**src/rtl/demux_feeder.sv**
```systemverilog
// Serialises a 4-bit word onto one data line, lowest channel first, driving a
// 1x4 demux select in lock-step, with a start/busy/done handshake.

module demux_feeder #(
  parameter int unsigned HOLD_CYCLES = 1
) (
  input  logic       clk,
  input  logic       rst,
  input  logic       start,
  input  logic [3:0] data,
  output logic       dout,
  output logic [1:0] sel,
  output logic       busy,
  output logic       done
);

  localparam int unsigned HoldW = $clog2(HOLD_CYCLES + 1);
  localparam logic [HoldW-1:0] HoldLast = HoldW'(HOLD_CYCLES - 1);
  localparam logic [HoldW-1:0] HoldOne  = HoldW'(1);

  typedef enum logic [1:0] {
    StIdle,
    StSend,
    StDone
  } state_e;

  state_e           state_q, state_d;
  logic [3:0]       word_q, word_d;
  logic [HoldW-1:0] hold_q, hold_d;
  logic [1:0]       idx_q, idx_d;
  logic             dout_q, dout_d;
  logic [1:0]       sel_q, sel_d;
  logic             busy_q, busy_d;
  logic             done_q, done_d;

  logic [1:0]       idx_inc;

  assign idx_inc = idx_q + 2'd1;

  // Outputs are registered, so they are computed from the state being entered.
  always_comb begin
    state_d = state_q;
    word_d  = word_q;
    hold_d  = hold_q;
    idx_d   = idx_q;
    dout_d  = 1'b0;
    sel_d   = 2'b00;
    busy_d  = 1'b0;
    done_d  = 1'b0;

    unique case (state_q)
      StIdle: begin
        if (start) begin
          word_d  = data;
          hold_d  = '0;
          idx_d   = 2'd0;
          state_d = StSend;
          busy_d  = 1'b1;
          dout_d  = data[0];
        end
      end

      StSend: begin
        busy_d = 1'b1;
        sel_d  = idx_q;
        dout_d = word_q[idx_q];
        if (hold_q == HoldLast) begin
          hold_d = '0;
          if (idx_q == 2'd3) begin
            state_d = StDone;
            idx_d   = 2'd0;
            busy_d  = 1'b0;
            sel_d   = 2'b00;
            dout_d  = 1'b0;
            done_d  = 1'b1;
          end else begin
            idx_d  = idx_inc;
            sel_d  = idx_inc;
            dout_d = word_q[idx_inc];
          end
        end else begin
          hold_d = hold_q + HoldOne;
        end
      end

      StDone: begin
        state_d = StIdle;
      end

      default: begin
        state_d = StIdle;
      end
    endcase
  end

  always_ff @(posedge clk) begin
    if (rst) begin
      state_q <= StIdle;
      word_q  <= 4'h0;
      hold_q  <= '0;
      idx_q   <= 2'd0;
      dout_q  <= 1'b0;
      sel_q   <= 2'b00;
      busy_q  <= 1'b0;
      done_q  <= 1'b0;
    end else begin
      state_q <= state_d;
      word_q  <= word_d;
      hold_q  <= hold_d;
      idx_q   <= idx_d;
      dout_q  <= dout_d;
      sel_q   <= sel_d;
      busy_q  <= busy_d;
      done_q  <= done_d;
    end
  end

  assign dout = dout_q;
  assign sel  = sel_q;
  assign busy = busy_q;
  assign done = done_q;

endmodule

```
**config.mk**
```make
export PLATFORM = sky130hd
export DESIGN_NAME = demux_feeder
export DESIGN_NICKNAME = d
export VERILOG_FILES = /design/src/rtl/demux_feeder.sv
export SDC_FILE = /design/constraint.sdc
export NUM_CORES = 1
export LEC_CHECK = 0
export BUFFER_PORTS_ARGS = -buffer_cell sky130_fd_sc_hd__buf_2
export CAP_MARGIN = 20
export CORE_AREA = 2 2 39 41
export CTS_CLUSTER_SIZE = 30
export DETAILED_ROUTE_END_ITERATION = 10
export DIE_AREA = 0 0 41 43
export GPL_ROUTABILITY_DRIVEN = 0
export PLACE_DENSITY_LB_ADDON = 0.08
export SYNTH_ARGS = -nofsm -noshare
export SYNTH_HDL_FRONTEND = slang
export SYNTH_SLANG_ARGS = --single-unit
```
**constraint.sdc**
```tcl
create_clock -name clk -period 2.65 [get_ports clk]
set_input_delay 0.1325 -clock clk [delete_from_list [all_inputs] [get_ports clk]]
set_output_delay 0.1325 -clock clk [all_outputs]
set_load 0.005 [all_outputs]
```
==> impl_metrics.yaml <==
floorplanning:
  core_area_um2: 1380
  initial_core_util_pct: 36.6
  design.die.area_um2: 1760
  num_rows: 14
  die_w_um: 41
  ios: 12
  die_h_um: 43
clocking:
  clk_pin_slew_ns: 0.08
  post_cts_buffers: 0
  cts_buffers: 3
  cts_max_path_buffers: 2
  ctsRootBufferMaster: "clkbuf_4"
  clk_latency_ns: 0.27
  htree_levels: 1
  cts_resized: 0
  hold_buffers: 0
  cts_sinks: 13
  cts_tree: "done"
setup_path:
  r2r_slack_ns: 1.13
  cp.arrival_ns: 1.69
  slowest_delay_ns: 0.50
  worst_path_max_delay_cell: "mux4_2"
  endpoint_kind: "register"
  worstPathCellList: "ha_1 > mux4_2 > a32o_1"
  startpoint_type: "register"
  crit_buf_inv: 0
  worstPathRequired_ns: 2.83
  reg2regPathDepth: 3
  crit_path_max_fanout: 4
  r2r-start: "idx_q[0]"
  critical_path_class: "register to register"
  timing.rr.end: "dout"
  cpLargestDelayFamily: "multiplexers"
sta:
  fin_crit_sh_pct: 57.3
  final.setup_skew_ns: 0.00881
  tightest_slew_ns: 0.368
  setup_tns_ns: 0
  fmax_mhz: 658
  slew_viol_final: 0
  hold_viol: 0
  rsz0062_at_grt: "false"
  maxSlewHeadroom_pct: 75.4
  setup_violations: 0
  min_period_ns: 1.52
min_path:
  hold_path.startpoint: "data[1]"
  whs_endpoint: "word_q[1]"
  hold_path_depth: 3
  min_path_type: "primary input to register"
global_route:
  grt_pass1_vias: 345
  gr-total-overflow: 0
  grt_max_degree: 12
  grt_first_pass_wirelength_um: 1550
  antenna_found_initial: 0
  grt_usage_pct: 13.7
finish:
  nNetsFinal: 66
  final_common_cell: "dfxtp_1"
  num_antenna_cells: 0
  mostFrequentLayoutCells: "13 x dfxtp_1, 11 x buf_2, 6 x nor2_1"
  design_area_um2: 593
  drive_gt1_share_pct: 29.8
  syn_to_final_growth_pct: 17.0
synth:
  syn_avg_cell_area_um2: 11.5
  synth_cell_types: 18
  synth-seq-cells: 13
  syn_area_um2: 507
  yosys_warnings: 0
  synthesis.nets: 52
  syn_inst: 44
  yosysSeqAreaShare_pct: 51.4
drt:
  num_vias: 362
  final_antenna_net_count: 0
  first_iter_violations: 6
  first_pass_iters: 4
  drc: 0
  wl_per_cell_um: 12.6
  via_per_inst: 4.96
  wl_um: 920
power_and_ir_drop:
  pwr-share-comb_pct: 10.2
  power_density_nw_per_um2: 624
  internal_power_mw: 0.284
  p_sw_mw: 0.0858
  ir_drop_v: 0.000297
  seqPwrFrac_pct: 57.0
  p_clk_share_pct: 32.8
  p_leak_nw: 0.258
  swShare_pct: 23.2
placement:
  placed_area_um2: 567
  port-buffer-count: 11
run_status:
  status: "completed"
job:
  drv_cap: 0
[Yosys cell counts, drive strengths merged]
master | instances | area share, %
dfxtp | 13 | 51
nor2 | 6 | 4.4
mux2i | 5 | 9.9
and2 | 3 | 3.7
nor3 | 3 | 3.0
nor3b | 3 | 7.7
inv | 2 | 1.5
a2bb2oi | 1 | 1.7
a32o | 1 | 2.0
a32oi | 1 | 1.7
buf | 1 | 2.2
clkbuf | 1 | 0.74
ha | 1 | 2.5
mux4 | 1 | 4.4
o21bai | 1 | 1.5
or3b | 1 | 1.7
[layout make-up]
| cell class | count | area (um2) |
|---|---|---|
| Inverter | 2 | 7.51 |
| Fill cell | 144 | 791 |
| Multi-Input combinational cell | 27 | 224 |
| Clock buffer | 4 | 26.3 |
| Sequential cell | 13 | 260 |
| Timing Repair Buffer | 11 | 55.1 |
| Tap cell | 16 | 20.0 |
[stage by stage]
stage                     cells  setup slack (ns)  utilization, %  power [mW]  hold slack, ns
after floorplan              44              1.18               -       0.240           0.279
after global placement       69              1.15            41.0       0.253           0.363
after detailed placement     69              1.12            41.0       0.254           0.381
after CTS                    73              1.12            42.9       0.377          0.0904
after global routing         73              1.08            42.9       0.394           0.111
final                        73              1.13            42.9       0.370          0.0926
[cell families after synthesis]
logic type               synth area share, %
AO/OA/AOI/OAI                           6.91
AND/OR/NAND/NOR                         20.5
adder cells (fa/ha/maj)                 2.47
multiplexers                            14.3
flip-flops                              51.4
buffers and inverters                   4.44
[worst min-delay path, cell delays in order]
cell and delay (ns):
buf_2 0.07, mux2i_1 0.06, nor2_1 0.07
[sequential cells by signal, indices dropped and copies added (netlist names)]
name and flops:
done 1, state_q 2, dout 1, idx_q 2, word_q 4, busy 1, sel 2
[how the worst max path moves through the flow]
| stage | cells after the start | endpoint | from | slack [ns] |
|---|---|---|---|---|
| after detailed placement | 3 | dout | idx_q[0] | 1.12 |
| after CTS | 3 | dout | idx_q[0] | 1.12 |
| after global routing | 3 | dout | idx_q[0] | 1.08 |
| after floorplan | 3 | dout | idx_q[0] | 1.18 |
| after global placement | 3 | dout | idx_q[0] | 1.15 |
| final | 3 | dout | idx_q[0] | 1.13 |
[power groups by stage]
stage / clock network [mW] / logic (mW) / registers (mW)
after CTS: 0.127 / 0.0385 / 0.211
after global routing: 0.139 / 0.0426 / 0.212
after floorplan: 0 / 0.0257 / 0.215
after detailed placement: 0 / 0.0383 / 0.216
after global placement: 0 / 0.0371 / 0.215
final: 0.121 / 0.0378 / 0.211
[layer usage]
layer / wire length, um / GRT usage, % / up-vias / part of all wire, %
met5: 0 / 0 / - / 0
met4: 14 / 6.00 / 0 / 1.5
met3: 79 / 7.85 / 2 / 8.6
met2: 443 / 18.4 / 13 / 48
met1: 383 / 17.3 / 167 / 42
li1: - / - / 180 / -
Note: power is estimated with default switching activity, not from simulation.
